`src/rtl/y86_pkg.sv`:
```
// Shared Y86-64 encodings: instruction, ALU and condition codes,
// status values and the "no register" ID.
package y86_pkg;

   localparam logic [3:0] I_HALT   = 4'h0;
   localparam logic [3:0] I_NOP    = 4'h1;
   localparam logic [3:0] I_CMOVXX = 4'h2;
   localparam logic [3:0] I_IRMOVQ = 4'h3;
   localparam logic [3:0] I_RMMOVQ = 4'h4;
   localparam logic [3:0] I_MRMOVQ = 4'h5;
   localparam logic [3:0] I_OPQ    = 4'h6;
   localparam logic [3:0] I_JXX    = 4'h7;
   localparam logic [3:0] I_CALL   = 4'h8;
   localparam logic [3:0] I_RET    = 4'h9;
   localparam logic [3:0] I_PUSHQ  = 4'hA;
   localparam logic [3:0] I_POPQ   = 4'hB;

   localparam logic [3:0] A_ADD = 4'h0;
   localparam logic [3:0] A_SUB = 4'h1;
   localparam logic [3:0] A_AND = 4'h2;
   localparam logic [3:0] A_XOR = 4'h3;

   localparam logic [3:0] C_ALW = 4'h0;
   localparam logic [3:0] C_LE  = 4'h1;
   localparam logic [3:0] C_L   = 4'h2;
   localparam logic [3:0] C_E   = 4'h3;
   localparam logic [3:0] C_NE  = 4'h4;
   localparam logic [3:0] C_GE  = 4'h5;
   localparam logic [3:0] C_G   = 4'h6;

   localparam logic [1:0] S_AOK = 2'd0;
   localparam logic [1:0] S_HLT = 2'd1;
   localparam logic [1:0] S_ADR = 2'd2;
   localparam logic [1:0] S_INS = 2'd3;

   localparam logic [3:0] RNONE = 4'hF;

   // Logical ops cannot overflow, so only add/sub pass the ALU flag on.
   function automatic logic alu_of(input logic [3:0] ifun,
                                   input logic       of);
      return ((ifun == A_ADD) || (ifun == A_SUB)) ? of : 1'b0;
   endfunction

endpackage

```
`src/rtl/cond_eval.sv`:
```
// Y86-64 jXX/cmovXX condition evaluation from ZF/SF/OF.
// Purely combinational; shared with the fetch-stage predictor check.
module cond_eval
   import y86_pkg::*;
(
   input  logic [3:0] ifun,
   input  logic       zf,
   input  logic       sf,
   input  logic       of,
   output logic       cnd
);

   logic lt;

   assign lt = sf ^ of;

   always_comb begin
      cnd = 1'b0;
      case (ifun)
         C_ALW:   cnd = 1'b1;
         C_LE:    cnd = lt | zf;
         C_L:     cnd = lt;
         C_E:     cnd = zf;
         C_NE:    cnd = ~zf;
         C_GE:    cnd = ~lt;
         C_G:     cnd = ~lt & ~zf;
         default: cnd = 1'b0;
      endcase
   end

endmodule

```
`src/rtl/execute_cc_unit.sv`:
```
// Execute-stage back end: condition-code register, branch/cmov
// condition, cmov destination squash and the E-to-M pipeline register.
module execute_cc_unit
   import y86_pkg::*;
#(
   parameter int WIDTH = 64,
   parameter int REG_W = 4
) (
   input  logic             clk,
   input  logic             rst,
   input  logic [3:0]       e_icode,
   input  logic [3:0]       e_ifun,
   input  logic [1:0]       e_stat,
   input  logic [WIDTH-1:0] e_valE,
   input  logic             e_of,
   input  logic [WIDTH-1:0] e_valA,
   input  logic [REG_W-1:0] e_dstE,
   input  logic [REG_W-1:0] e_dstM,
   input  logic             cc_block,
   input  logic             m_stall,
   input  logic             m_bubble,
   output logic             e_cnd,
   output logic [REG_W-1:0] e_dstE_sel,
   output logic             cc_zf,
   output logic             cc_sf,
   output logic             cc_of,
   output logic [1:0]       M_stat,
   output logic [3:0]       M_icode,
   output logic             M_cnd,
   output logic [WIDTH-1:0] M_valE,
   output logic [WIDTH-1:0] M_valA,
   output logic [REG_W-1:0] M_dstE,
   output logic [REG_W-1:0] M_dstM
);

   localparam logic [REG_W-1:0] RN = '1;

   logic zf_n;
   logic sf_n;
   logic of_n;
   logic cc_we;
   logic cnd_raw;
   logic uses_cnd;

   assign zf_n  = ~|e_valE;
   assign sf_n  = e_valE[WIDTH-1];
   assign of_n  = alu_of(e_ifun, e_of);
   assign cc_we = (e_icode == I_OPQ) && (e_stat == S_AOK) && !cc_block;

   cond_eval u_cond (
      .ifun (e_ifun),
      .zf   (cc_zf),
      .sf   (cc_sf),
      .of   (cc_of),
      .cnd  (cnd_raw)
   );

   assign uses_cnd   = (e_icode == I_JXX) || (e_icode == I_CMOVXX);
   assign e_cnd      = uses_cnd ? cnd_raw : 1'b1;
   assign e_dstE_sel = ((e_icode == I_CMOVXX) && !e_cnd) ? RN : e_dstE;

   // CC ignores m_stall: a stalled M stage must not lose OPQ flags.
   always_ff @(posedge clk) begin
      if (rst) begin
         cc_zf <= 1'b1;
         cc_sf <= 1'b0;
         cc_of <= 1'b0;
      end else if (cc_we) begin
         cc_zf <= zf_n;
         cc_sf <= sf_n;
         cc_of <= of_n;
      end
   end

   always_ff @(posedge clk) begin
      if (rst || m_bubble) begin
         M_stat  <= S_AOK;
         M_icode <= I_NOP;
         M_cnd   <= 1'b0;
         M_valE  <= '0;
         M_valA  <= '0;
         M_dstE  <= RN;
         M_dstM  <= RN;
      end else if (!m_stall) begin
         M_stat  <= e_stat;
         M_icode <= e_icode;
         M_cnd   <= e_cnd;
         M_valE  <= e_valE;
         M_valA  <= e_valA;
         M_dstE  <= e_dstE_sel;
         M_dstM  <= e_dstM;
      end
   end

endmodule
```
`config.mk`:
```
export PLATFORM = sky130hd
export DESIGN_NAME = execute_cc_unit
export DESIGN_NICKNAME = d
export VERILOG_FILES = /design/src/rtl/y86_pkg.sv /design/src/rtl/cond_eval.sv /design/src/rtl/execute_cc_unit.sv
export SDC_FILE = /design/constraint.sdc
export NUM_CORES = 1
export LEC_CHECK = 0
export BUFFER_PORTS_ARGS = -buffer_cell sky130_fd_sc_hd__buf_2
export CORE_ASPECT_RATIO = 1.1
export CORE_MARGIN = 8
export CORE_UTILIZATION = 36
export CTS_CLUSTER_DIAMETER = 120
export CTS_CLUSTER_SIZE = 24
export DETAILED_ROUTE_END_ITERATION = 10
export PLACE_DENSITY = 0.66
export SYNTH_ARGS = -nofsm -noshare
export SYNTH_HDL_FRONTEND = slang
export SYNTH_HIERARCHICAL = 1
export SYNTH_SLANG_ARGS = --single-unit
```
`constraint.sdc`:
```
create_clock -name clk -period 1.9 [get_ports clk]
set_input_delay 0.095 -clock clk [delete_from_list [all_inputs] [get_ports clk]]
set_output_delay 0.095 -clock clk [all_outputs]
set_load 0.005 [all_outputs]
```
## Word-level counts from Yosys, hierarchy flattened

Index checks and enable logic that the tools add are counted.
Widths: inputs -> output; s select.

| cells by class | value |
|---|---|
| $mul | 0 |
| shifts and indexed selects | 0 |
| mux-type cells | 4 |
| reduce and logical (&&, ||, !) cells | 12 |
| div/mod/pow operators | 0 |
| add/sub/neg operators | 0 |
| order comparisons | 0 |
| bitwise gates (word level) | 5 |
| equal/unequal tests | 9 |

Operators with widths:

| cell | count |
|---|---|
| $reduce_or 64->1 | 1 |
| $eq 4x3->1 const B | 5 |
| $eq 4x2->1 const B | 3 |
| $pmux 1 s7 | 1 |
| $eq 4x1->1 const B | 1 |
| $logic_not 4->1 | 1 |
| $mux 4 | 1 |
| $logic_and 1x1->1 | 3 |
| $logic_not 1->1 | 3 |
| $logic_or 1x1->1 | 3 |
| $logic_not 2->1 | 1 |
| $mux 1 | 2 |
| $not 1->1 | 2 |
| $and 1x1->1 | 1 |
| $or 1x1->1 | 1 |
| $xor 1x1->1 | 1 |

| storage, ports and cells | value |
|---|---|
| logic and storage cells | 40 |
| register bits | 146 |
| ROM bits | 0 |
| memories kept | 0 |
| memory bits (writable) | 0 |
| latch bits | 0 |

## Longest topological paths before layout

| logic depth | value |
|---|---|
| depth after elaboration | 8 |
| gate-level depth with buffers | 6 |
| depth with buffers taken out | 6 |

## By module

Netlist, hierarchy kept.

By module, submodules not included:

| module | instances | cells each | sequential area each (um2) | area an instance (um2) |
|---|---|---|---|---|
| execute_cc_unit | 1 | 509 | 2,922.8 | 5,312.6 |
| cond_eval | 1 | 10 | 0.0 | 81.3 |

## Least setup slack after synthesis

No wires, ideal clock.

| timing | value |
|---|---|
| path kind | register -> output |
| from | reg cc_zf |
| to | out e_dstE_sel[0] |
| data required time | 1.805 ns |
| cell stages (with the launch flop) | 6 |
| slack | 0.229 ns |
| data arrival time | 1.576 ns |
| cells stage by stage | dfxtp_1 > and4bb_1 > nor3_1 > nand3_1 > nor4_1 > or2_2 |

| on the way | value |
|---|---|
| longest elaborated chain between the ends | 7 |
| elaborated cells between the ends (all ways) | 8 |
| those cells by class | mux (3); bitwise (3); reduce/logical (2) |

Ends and longest elaborated chain:

| item | line | text |
|---|---|---|
| from (decl) | execute_cc_unit.sv:24 | `output logic cc_zf,` |
| from (signal assigned) | execute_cc_unit.sv:69 | `cc_zf <= zf_n;` |
| $not 1->1 | cond_eval.sv:24, cond_eval.sv:26 |  |
| $and 1x1->1 | cond_eval.sv:26 | `C_G: cnd = ~lt & ~zf;` |
| $pmux 1 s7 (*) | cond_eval.sv:19 | `case (ifun)` |
| named net cnd_raw | execute_cc_unit.sv:42 | `logic cnd_raw;` |
| $mux 1 (*) | execute_cc_unit.sv:59 | `assign e_cnd = uses_cnd ? cnd_raw : 1'b1;` |
| $logic_not 1->1 (*) | execute_cc_unit.sv:60 | `assign e_dstE_sel = ((e_icode == I_CMOVXX) && !e_cnd) ? RN : e_dstE;` |
| $logic_and 1x1->1 (*) | execute_cc_unit.sv:60 |  |
| $mux 4 (*) | execute_cc_unit.sv:60 |  |
| to (decl) | execute_cc_unit.sv:23 | `output logic [REG_W-1:0] e_dstE_sel,` |

The timed path passes the listed nets; every way through them passes the cells marked *.

## Final worst setup path

| timing | value |
|---|---|
| from | reg cc_zf |
| to | out e_dstE_sel[3] |

Same word-level chain as after synthesis.

==> results.md <==
* Syn Nets at 671
* Layout cells sized above 1 at 36.77%
* Die ar. at 19160 µm²
* Sw Share at 23.26%
* Tot GR Track Use at 19.99%
* Hold WS at 0.02868 ns
* Clk_lat worst skew at about 0.40 ns
* Yosys warns at 6
* Fill cell count at approximately 1200
* Crit path launch type: flip-flop
* R2r setup slk at 0.26 ns
* DR iter-0 viols at between 150 and 200
* Crit path time final at 1.961 ns
* Final hold violations at 0
* Drt wl/cell at approximately 17 µm
* Internal at ~0.0056 W
* Drt drc at 0
* Critical path type: reg2out
* Ant diodes at 0
* CTS root buf: clkbuf_16
* Sequential-to-total area share from yosys stat at 54.19%
* CP startpoint: cc_zf
* Grt ovf at 0
* Maxcap violations at 0
* R2R cell count at 7
* Worst-Margin Slew at around 0.71 ns
* Setup crit end: e_dstE_sel[3]
* Nets at around 1100
* Status: finished, violations left
* Number of flops mapped to enable cells by yosys at 0
* FFs w/ async S/R, synth at 0%
* WP data arrival at 1.87 ns
* Dpl hpwl at 12.66 mm
* TritonRoute pass-1 iters at 4
* Failing checks: negative setup slack
* Mapped Area at 5394 µm²
* Most frequent cells after synthesis: dfxtp_1 (146), mux2i_1 (141), nor2_1 (137)
* Max Clock Skew at 0.007619 ns
* Global-route wire length before repair at about 30 mm
* CTS max path bufs at 2
* Worst hold path class: in2reg
* Post-DRT Antenna Nets at 0
* Core area at 14880 µm²
* Final slew viol count at 0
* R2r startpoint: cc_zf
* Clock share of power at 42.5%
* Worst VDD drop at 482.3 µV
* CTS sink count at about 150
* Worst Path Required at 1.80 ns
* Crit-path cells: and4bb_1, nor3_2, nand3_2, nor4_4, or2_4, buf_6
* Ranking of synthesized cells by area: dfxtp_1 (54%), mux2i_1 (26%), nor2_1 (9.5%)
* Crit. End Element: output pin
* Syn avg cell area at 10.39 µm²
* Num rows at between 40 and 50
* H-tree levels at 4
* Largest net degree at the start of global routing at 135
* Synth Flop Type: dfxtp_1
* Synth-to-layout area growth at 70.59%
* R2R Path End: M_dstE[2]
* Distinct cells, synth at 26
* Fmax at 0.5099 GHz
* FF+latch count, synth at 146
* Most frequent cell after synthesis: dfxtp_1
* CP max-delay cell: dfxtp_4
* Die width at 132.7 µm
* TritonCTS clock tree: done
* Final setup violation count at 4
* Via count at 5412
* Rel. slew slack at 52.35%
* Top-area cell type share of the netlist area at between 50 and 60%
* Area leader, netlist: dfxtp_1
* Total CTS buffers at 17
* Comb pwr share at 13.5%
* Final WL at around 20 mm
* I/O pins at 303
* Period utilization at 103.2%
* RSZ-0062 raised after global routing: true
* Antenna violations before repair at 0
* Clock-pin slew on the worst setup and hold paths at 0.06 ns
* Sw Pwr at 0.001700 W
* Die height at 144.4 µm
* Crit-path max cell delay at about 0.36 ns
* Leak Pwr at 4.623 nW
* Vias/cell at 4.638
* Number of global-route vias before repair at 5912
* Routability cong. at just under 0.8
* DP Worst Slack at ~0.31 ns
* PortBufs at ~300
* Mapped Cells at 519
* PwrDens at 794.5 nW/µm²
* CP max FO at 5
* Seq pwr share at 43.9%
* Final worst slack at -0.06098 ns
* Starting density of the core at ~36%
==> how the worst min path moves through the flow <==
stage	from	endpoint	slack, ns	cells after the start
after floorplan	rst	cc_of	0.17	1
after global placement	e_dstM[0]	M_dstM[0]	0.31	3
after detailed placement	e_dstM[0]	M_dstM[0]	0.31	3
after CTS	m_bubble	M_dstM[0]	0.006	3
after global routing	m_bubble	M_dstM[1]	0.04	3
final	m_bubble	M_dstM[0]	0.03	3
==> area by class of cell <==
type	count	area, µm²	area share [%]
clock inverter	9	82.58	0.8975
tap	196	245.2	2.665
multi-input combinational	340	2371	25.77
clock buffer	20	466.7	5.072
timing repair buffer	456	3107	33.76
sequential	146	2929	31.83
==> registers in the layout, summed over array words and instances, names as in the netlist <==
signal   flops
M_icode      4
cc_zf        1
M_valE      64
cc_of        1
cc_sf        1
M_cnd        1
M_dstE       4
M_valA      64
M_dstM       4
M_stat       2
==> cells by family after synthesis <==
family                    count (synthesis)  share of synthesized area (%)
muxes                                   141                          26.17
DFF                                     146                          54.19
and+or+nand+nor                         189                          15.75
AOI/OAI and AO/OA                         8                         0.8582
buffers and inverters                    33                          2.714
xor gates and xnor gates                  2                         0.3248
==> placed cells by master, fill, tap and decap left out, types with 5 or more instances in the layout <==
| master | synthesis | routed |
|---|---|---|
| buf_4 | 0 | 6 |
| buf_2 | 18 | 299 |
| dfxtp_1 | 146 | 143 |
| buf_12 | 0 | 5 |
| dlygate4sd3_1 | 0 | 143 |
| nor2_1 | 137 | 137 |
| clkbuf_16 | 0 | 17 |
| nor4_1 | 19 | 18 |
| nand2_1 | 5 | 5 |
| mux2i_1 | 141 | 141 |
==> critical path: cells and delay by family, from the launching register on <==
family / cells / cell delay, ns
buf+inv: 1 / 0.09
flops: 1 / 0.36
simple gates: 5 / 1.01
==> power groups by stage <==
stage / Sequential [W] / Clock, W / Combinational [W]
finish: 0.00321 / 0.00311 / 0.000991
global route: 0.00322 / 0.00332 / 0.00107
CTS: 0.00321 / 0.00320 / 0.000967
detailed placement: 0.00328 / 0 / 0.000727
global placement: 0.00327 / 0 / 0.000722
floorplan: 0.00329 / 0 / 0.000340
==> what timing repair did <==
item,4_1_cts,5_1_grt
pin swaps,1,2
resized for setup,6,8
endpoints found under the hold margin,145,0
setup buffers,3,0
hold buffers,143,0
setup endpoints to repair,5,5
==> metrics by stage <==
step | TNS [ns] | power, W | util [%] | instances | area [µm²]
final | -0.2033 | 0.007311 | 61.85 | 1167 | 9201
after global placement | 0 | 0.003994 | 48.01 | 993 | 7143
after detailed placement | 0 | 0.004002 | 48.01 | 993 | 7143
after CTS | -0.06596 | 0.007378 | 61.61 | 1168 | 9166
after floorplan | 0 | 0.003626 | - | 519 | 5394
after global routing | -0.6539 | 0.007612 | 61.85 | 1167 | 9201
==> routing by layer <==
layer | GRT usage (%) | vias up | share of wire, %
met1 | 20.42 | 2505 | 37
li1 | - | 2649 | -
met4 | 11.00 | 0 | 3.7
met5 | 0 | - | 0
met2 | 35.51 | 204 | 52
met3 | 6.845 | 54 | 7.0
Note: power is estimated with default switching activity, not from simulation.
